===== src/rtl/fetch_sequencer.sv =====
// rtl/fetch_sequencer.sv - instruction-fetch controller: PC, ROM address, prefetch FIFO, redirect and halt
module fetch_sequencer #(
    parameter int                ADDR_W   = 4,
    parameter int                DEPTH    = 2,
    parameter logic [ADDR_W-1:0] RESET_PC = '0
) (
    input  logic              clk,
    input  logic              rst_n,
    input  logic              fetch_en_in,
    output logic [ADDR_W-1:0] Rom_addr_out,
    input  logic [31:0]       Rom_data_in,
    output logic              inst_valid_out,
    input  logic              inst_ready_in,
    output logic [31:0]       inst_data_out,
    output logic [ADDR_W-1:0] inst_pc_out,
    input  logic              redirect_valid_in,
    input  logic [ADDR_W-1:0] redirect_pc_in,
    output logic              misalign_out,
    output logic [1:0]        state_out
);

    localparam int PTR_W = (DEPTH > 1) ? $clog2(DEPTH) : 1;
    localparam int CNT_W = PTR_W + 1;
    localparam logic [CNT_W-1:0] FULL_CNT = CNT_W'(DEPTH);

    typedef enum logic [1:0] {
        S_IDLE  = 2'b00,
        S_RUN   = 2'b01,
        S_STALL = 2'b10
    } state_t;

    state_t            state;
    logic [ADDR_W-1:0] pc;
    logic [31:0]       mem_data [DEPTH];
    logic [ADDR_W-1:0] mem_pc   [DEPTH];
    logic [PTR_W-1:0]  rd_ptr;
    logic [PTR_W-1:0]  wr_ptr;
    logic [CNT_W-1:0]  count;
    logic [31:0]       last_data;
    logic [ADDR_W-1:0] last_pc;

    logic              handshake;
    logic              pop;
    logic              push;
    logic [CNT_W-1:0]  count_next;

    assign Rom_addr_out   = pc;
    assign state_out      = state;
    assign inst_valid_out = (count != '0);

    // Head comes straight from the FIFO; when empty the last shown head is held.
    assign inst_data_out = inst_valid_out ? mem_data[rd_ptr] : last_data;
    assign inst_pc_out   = inst_valid_out ? mem_pc[rd_ptr]   : last_pc;

    // Redirect suppresses both push and pop; push may reuse a slot freed by a same-cycle pop.
    always_comb begin
        handshake  = inst_valid_out & inst_ready_in;
        pop        = handshake & ~redirect_valid_in;
        push       = fetch_en_in & ~redirect_valid_in & ((count < FULL_CNT) | handshake);
        count_next = count + CNT_W'(push) - CNT_W'(pop);
    end

    // PC, FIFO storage, held head copy, misalign pulse and FSM, all cleared asynchronously.
    always_ff @(posedge clk or negedge rst_n) begin
        if (!rst_n) begin
            state        <= S_IDLE;
            pc           <= RESET_PC;
            rd_ptr       <= '0;
            wr_ptr       <= '0;
            count        <= '0;
            last_data    <= '0;
            last_pc      <= '0;
            misalign_out <= 1'b0;
            for (int i = 0; i < DEPTH; i++) begin
                mem_data[i] <= '0;
                mem_pc[i]   <= '0;
            end
        end else begin
            if (inst_valid_out) begin
                last_data <= mem_data[rd_ptr];
                last_pc   <= mem_pc[rd_ptr];
            end
            if (redirect_valid_in) begin
                rd_ptr       <= '0;
                wr_ptr       <= '0;
                count        <= '0;
                pc           <= {redirect_pc_in[ADDR_W-1:2], 2'b00};
                misalign_out <= (redirect_pc_in[1:0] != 2'b00);
                state        <= fetch_en_in ? S_RUN : S_IDLE;
            end else begin
                misalign_out <= 1'b0;
                if (push) begin
                    mem_data[wr_ptr] <= Rom_data_in;
                    mem_pc[wr_ptr]   <= pc;
                    wr_ptr           <= wr_ptr + PTR_W'(1);
                    pc               <= pc + ADDR_W'(4);
                end
                if (pop) begin
                    rd_ptr <= rd_ptr + PTR_W'(1);
                end
                count <= count_next;
                if (!fetch_en_in) begin
                    state <= S_IDLE;
                end else if (count_next == FULL_CNT) begin
                    state <= S_STALL;
                end else begin
                    state <= S_RUN;
                end
            end
        end
    end

endmodule


===== config.mk =====
export PLATFORM = sky130hd
export DESIGN_NAME = fetch_sequencer
export DESIGN_NICKNAME = d
export VERILOG_FILES = /design/src/rtl/fetch_sequencer.sv
export SDC_FILE = /design/constraint.sdc
export NUM_CORES = 1
export LEC_CHECK = 0
export CAP_MARGIN = 10
export CORE_MARGIN = 2
export CORE_UTILIZATION = 40
export CTS_BUF_LIST = sky130_fd_sc_hd__clkbuf_8
export DETAILED_ROUTE_END_ITERATION = 8
export PLACE_DENSITY = 0.6
export SYNTH_ARGS = -nofsm -noshare
export SYNTH_HDL_FRONTEND = slang
export SYNTH_SLANG_ARGS = --single-unit

===== constraint.sdc =====
create_clock -name clk -period 2.3 [get_ports clk]
set_clock_uncertainty 0.05 [all_clocks]
set_input_delay 0.46 -clock clk [delete_from_list [all_inputs] [get_ports clk]]
set_output_delay 0.46 -clock clk [all_outputs]
set_load 0.05 [all_outputs]

==> flow_summary.json, run 1 <==
{
  "outcome": "completed",
  "synth.distinct_cells": 32,
  "worst_slew_margin_rel_pct": 63.28,
  "cts_tree": "built",
  "vdd_drop_max_uv": 922.6,
  "comb_power_share_pct": 46.2,
  "path_type_of_the_worst_min_delay_path": "reg2reg",
  "final-setup-viol-count": 0,
  "synth.cell_area_um2": 4628,
  "top_library_cells_by_usage_in_the_layout_fill_and_taps_aside": "112 x dfrtp_1, 67 x mux2_2, 44 x clkdlybuf4s50_1, 44 x buf_12, 28 x mux2i_1",
  "slew_violations": 0,
  "p_leak_nw": 2.850,
  "remaining_drc_errors": 0,
  "clkSinkCount": 113,
  "post_synthesis_mux_area_share_pct": 24.14,
  "wire_length_of_the_first_global_routing_pass_um": 16290,
  "synth_simple_gate_area_share_pct": 6.137,
  "ios": 85,
  "worst-endpoint-arrival_ps": 1730,
  "gp_routability_congestion": 0.7735,
  "detail-route-antenna-nets": 0,
  "cts-buffers-inserted": 17,
  "timing_worst_setup_path_type": "reg2out",
  "hold_viol_final": 0,
  "overflow": 0,
  "critical_register_to_register_path_endpoint": "count[1]",
  "totalWireLength_um": 9674,
  "path_clk_slew_ps": 60,
  "vias_in_the_first_global_route": 3249,
  "reg2reg_slack_ps": 490,
  "most_common_cell_after_layout_fill_and_taps_aside": "dfrtp_1",
  "maximum_fanout_along_the_worst_path": 23,
  "die-height_um": 111.6,
  "rows": 39,
  "yosys.area.top_type": "dfrtp_1",
  "cts-root-buf": "clkbuf_8",
  "design.final.nets": 491,
  "tightestPinTransition_ps": 550.8,
  "fmax_ghz": 0.4468,
  "setup_slack_ps": 61.74,
  "critical_path.startpoint_type": "register",
  "layout_worst_path_cycle_share_pct": 97.32,
  "yosysWarnings": 0,
  "grt_util_all_layers_pct": 16.69,
  "worst_setup_sp": "rd_ptr",
  "syn_area_per_cell_um2": 13.26,
  "ant_cells": 0,
  "totalPowerFinal_w": 0.009127,
  "cp_data_required_time_ps": 1790,
  "syn_inst": 349,
  "r2r.worst_path.cells": 7,
  "hold_depth": 1,
  "worstReg2RegStart": "count[1]",
  "grt_max_degree": 42,
  "synthToLayoutAreaGrowth_pct": 48.63,
  "crit_path_end": "inst_data_out[9]",
  "detailroute.via_count": 2987,
  "core_area_um2": 11370,
  "synth-seq-cells": 113,
  "netlist_top_cells_area": "dfrtp_1 61%, mux2_2 16%, mux2i_1 7.4%",
  "p_sw_share_pct": 35.58,
  "synth_fa_ha_area_share_pct": 0.2703,
  "drt_iter0_markers": 79,
  "layout-drive-gt1-share_pct": 45.75,
  "rsz_0062_raised_after_global_routing": "true",
  "port_buffers": 82,
  "share_seq_of_total_power_pct": 31.5,
  "dpl.hpwl_um": 5971,
  "compound_gate_portion_of_the_synthesized_area_pct": 4.974,
  "cts_htree_levels": 4,
  "antenna_found_initial": 0,
  "power.switching_w": 0.003247,
  "crit_path_end_kind": "output port",
  "detail_route.vias_per_cell": 4.962,
  "yosys.area_share.xor_xnor_pct": 0.3785,
  "start_util_pct": 40.71,
  "p_clk_share_pct": 22.3,
  "clock_insertion_delay_worst_skew_ps": 420,
  "synth.top_cell.area_share_pct": 61.10,
  "clk_path_buf_depth": 2,
  "die_w_um": 111.6,
  "whs_ps": 436.9,
  "fp.dieArea_um2": 12450,
  "cap_violations": 0,
  "powerDensity_nw_per_um2": 1327,
  "final.min_clock_period_ps": 2238,
  "firstDrtPassIters": 4,
  "dpl_worst_slack_ps": 120.0,
  "wl_per_cell_um": 16.07,
  "seq_area_frac_synth_pct": 61.10,
  "filler_cell_count": 888,
  "p_int_w": 0.005880,
  "synth_top_family_by_area": "multiplexers"
}
## logic make-up (layout without fill, tap and decap cells)
logic type	Yosys count	in the layout
buffers and inverters	26	135
other	1	2
xor gates and xnor gates	2	2
AOI/OAI and AO/OA	44	44
and+or+nand+nor	59	59
DFF	113	113
muxes	103	103
adders and majority gates	1	1
## state kept, by name, summed over array words and instances (netlist names)
| name | count |
|---|---|
| count | 2 |
| state_out | 2 |
| last_data | 32 |
| misalign_out | 1 |
| rd_ptr | 1 |
| mem_pc | 4 |
| Rom_addr_out | 2 |
| wr_ptr | 1 |
| mem_data | 64 |
| last_pc | 4 |
## synthesized netlist by cell type (all sizes together)
library cell,instances
nor2b,3
and2b,1
clkbuf,11
buf,11
nand4b,1
a21oi,38
a211o,1
inv,4
nand2,3
o21a,1
nand3,2
xnor2,1
mux2i,34
nor3,1
nand2b,2
or2,1
ha,1
conb,1
or4,1
nor4bb,1
mux2,69
nor4,3
or3,1
o21ai,3
a311oi,1
nor2,39
xor2,1
dfrtp,113
## worst min path at each step
stage,from,to,slack [ps]
2_1_floorplan,rst_n,Rom_addr_out[2],110
3_3_place_gp,mem_data[42],mem_data[42],420
3_5_place_dp,rst_n,last_data[5],430
4_1_cts,mem_data[42],mem_data[42],440
5_1_grt,mem_data[19],mem_data[19],470
6_report,mem_data[42],mem_data[42],440
## metrics by stage
stage	TNS [ps]	instance area (µm²)	util [%]	cells
2_1_floorplan	-3801	4706	-	350
3_3_place_gp	0	6161	54.19	569
3_5_place_dp	0	6161	54.19	569
4_1_cts	0	6817	59.95	602
5_1_grt	-258.4	6879	60.50	602
6_report	0	6879	60.50	602
## critical path, cell delays in order, from the launching register on
cell	delay [ps]
dfrtp_2	470
buf_12	240
mux2i_1	320
a21oi_4	110
buf_12	160
## power groups by stage
stage	logic, W	registers, W	clock network, W
final	0.00422	0.00288	0.00203
after global placement	0.00388	0.00285	0
after global routing	0.00441	0.00295	0.00217
after detailed placement	0.00391	0.00288	0
after CTS	0.00419	0.00286	0.00208
after floorplan	0.00211	0.00284	0
## layout make-up
type	instances	area, µm²	area share, %
clock buffers	22	302.8	4.402
clock inverters	7	132.6	1.928
inverters	4	15.01	0.2183
multi-input cells	211	1972	28.66
flip-flops and latches	113	2829	41.12
well taps	143	178.9	2.601
repair buffers	102	1449	21.06
## timing repair
| action | 4_1_cts | 5_1_grt |
|---|---|---|
| gates cloned | 1 | 0 |
| resized for setup | 41 | 16 |
| pin swaps | 1 | 0 |
| endpoints found under the hold margin | 38 | 0 |
| hold buffers | 1 | 0 |
| buffers inserted | 2 | 0 |
| setup endpoints to repair | 31 | 14 |
## routing by layer
layer	global-route usage, %	up-vias	share of wire (%)
li1	-	1412	-
met1	22.16	1505	47
met2	25.98	65	48
met3	5.825	5	4.4
met4	5.185	0	0.79
met5	0	-	0
(Power assumes the default switching activity.)
==> run 2, diff against run 1 <==
Settings changed: CORE_MARGIN 2 to 8.
==> flow_summary.json, run 2 (same netlist as run 1, synthesis figures left out) <==
{
  "outcome": "completed",
  "whs_ps": 381.6,
  "detail-route-antenna-nets": 0,
  "final-setup-viol-count": 0,
  "most_common_cell_after_layout_fill_and_taps_aside": "dfrtp_1",
  "wl_per_cell_um": 17.20,
  "vdd_drop_max_uv": 831.8,
  "remaining_drc_errors": 0,
  "top_library_cells_by_usage_in_the_layout_fill_and_taps_aside": "111 x dfrtp_1, 67 x mux2_2, 43 x clkdlybuf4s50_1",
  "multi_input_area_um2": 2071,
  "design.final.nets": 492,
  "synthToLayoutAreaGrowth_pct": 48.66,
  "worstReg2RegStart": "count[0]",
  "hold_viol_final": 0,
  "r2r.worst_path.cells": 7,
  "critical_register_to_register_path_endpoint": "count[1]",
  "worst-endpoint-arrival_ps": 1770,
  "vias_in_the_first_global_route": 3218,
  "ios": 85,
  "largestRegisters": "mem_data x64, last_data x32",
  "timing_worst_setup_path_type": "reg2out",
  "start_util_pct": 40.71,
  "p_leak_nw": 2.839,
  "cts-root-buf": "clkbuf_8",
  "gp_routability_congestion": 0.7318,
  "filler_cell_count": 925,
  "cap_violations": 0,
  "largest_register_ffs": 64,
  "dpl.hpwl_um": 6306,
  "layout_worst_path_cycle_share_pct": 99.01,
  "totalWireLength_um": 10340,
  "port_buffers": 82,
  "grt_max_degree": 60,
  "detailroute.via_count": 3079,
  "cts_tree": "built",
  "antenna_found_initial": 0,
  "ff_latch_area_um2": 2830,
  "critical_path.startpoint_type": "register",
  "final.min_clock_period_ps": 2277,
  "rsz_0062_raised_after_global_routing": "true",
  "path_clk_slew_ps": 60,
  "powerDensity_nw_per_um2": 1272,
  "layout-drive-gt1-share_pct": 46.29,
  "wire_length_of_the_first_global_routing_pass_um": 15930,
  "reg2reg_slack_ps": 440,
  "worst_slew_margin_rel_pct": 65.36,
  "tightestPinTransition_ps": 518.8,
  "firstDrtPassIters": 4,
  "final_util_pct": 60.51,
  "path_type_of_the_worst_min_delay_path": "in2async",
  "drt_iter0_markers": 146,
  "overflow": 0,
  "clkSinkCount": 113,
  "clk_path_buf_depth": 2,
  "totalPowerFinal_w": 0.008753,
  "core_area_um2": 11370,
  "top_register": "mem_data",
  "slew_violations": 0,
  "maximum_fanout_along_the_worst_path": 20,
  "cts-buffers-inserted": 17,
  "fmax_ghz": 0.4391,
  "cp_data_required_time_ps": 1790,
  "ant_cells": 0,
  "cts_htree_levels": 4,
  "detail_route.vias_per_cell": 5.123,
  "fp.dieArea_um2": 15270,
  "crit_path_end_kind": "output port",
  "clock_insertion_delay_worst_skew_ps": 430,
  "die_w_um": 123.6,
  "grt_util_all_layers_pct": 13.93,
  "die-height_um": 123.6,
  "rows": 39
}
[run 2: cell types whose count changed in the layout (fill, tap and decap cells not counted), sizes merged]
cell           previous run  this run
bufinv                    4         0
inv                       6        10
clkbuf                   22        21
clkdlybuf4s50            44        43
dlymetal6s2s              0         1
[run 2: area by class of cell]
class	count	share of cell area [%]
repair buffers	103	21.55
multi-input cells	211	30.10
clock buffers	20	4.001
inverters	4	0.2182
flip-flops and latches	113	41.13
clock inverters	7	0.4001
well taps	143	2.600
[run 2: routing by layer]
metal	up-vias	share of wire [%]	track usage, %
met2	73	48	21.73
li1	1410	-	-
met3	17	7.1	6.575
met4	0	1.5	5.869
met1	1579	44	16.20
met5	-	0	0
[run 2: stage by stage]
| stage | worst slack [ps] | instances | TNS [ps] | area [µm²] |
|---|---|---|---|---|
| 2_1_floorplan | -137.4 | 350 | -3801 | 4706 |
| 3_3_place_gp | 133.9 | 567 | 0 | 6136 |
| 3_5_place_dp | 86.98 | 567 | 0 | 6136 |
| 4_1_cts | -47.38 | 597 | -481.5 | 6585 |
| 5_1_grt | -69.39 | 601 | -870.0 | 6880 |
| 6_report | 22.67 | 601 | 0 | 6880 |
[run 2: power by group]
| part | leakage [nW] | total (W) | switching (W) | internal [W] |
|---|---|---|---|---|
| clock | 0.180 | 0.00147 | 0.000701 | 0.000772 |
| sequential | 1.32 | 0.00289 | 0.000286 | 0.00261 |
| combinational | 1.33 | 0.00439 | 0.00234 | 0.00205 |
| total | 2.84 | 0.00875 | 0.00332 | 0.00543 |
[run 2: how the worst max path moves through the flow]
stage	start	to	slack, ps
4_1_cts	count[0]	inst_data_out[7]	-50
3_3_place_gp	inst_ready_in	mem_data[55]	130
2_1_floorplan	count[1]	inst_data_out[11]	-140
3_5_place_dp	redirect_valid_in	mem_data[56]	90
5_1_grt	count[0]	inst_data_out[0]	-70
6_report	count[0]	inst_data_out[17]	20
[run 2: worst max-delay path: stages, from the launching register on]
cell     delay (ps)
dfrtp_1         410
or2_4           330
buf_16          200
a21oi_2         220
buf_12          160
[run 2: timing repair]
action,CTS,global route
gates cloned,1,2
setup endpoints to repair,34,32
pin swaps,0,1
endpoints found under the hold margin,9,0
resized for setup,25,54
buffers inserted,1,2
hold buffers,1,0
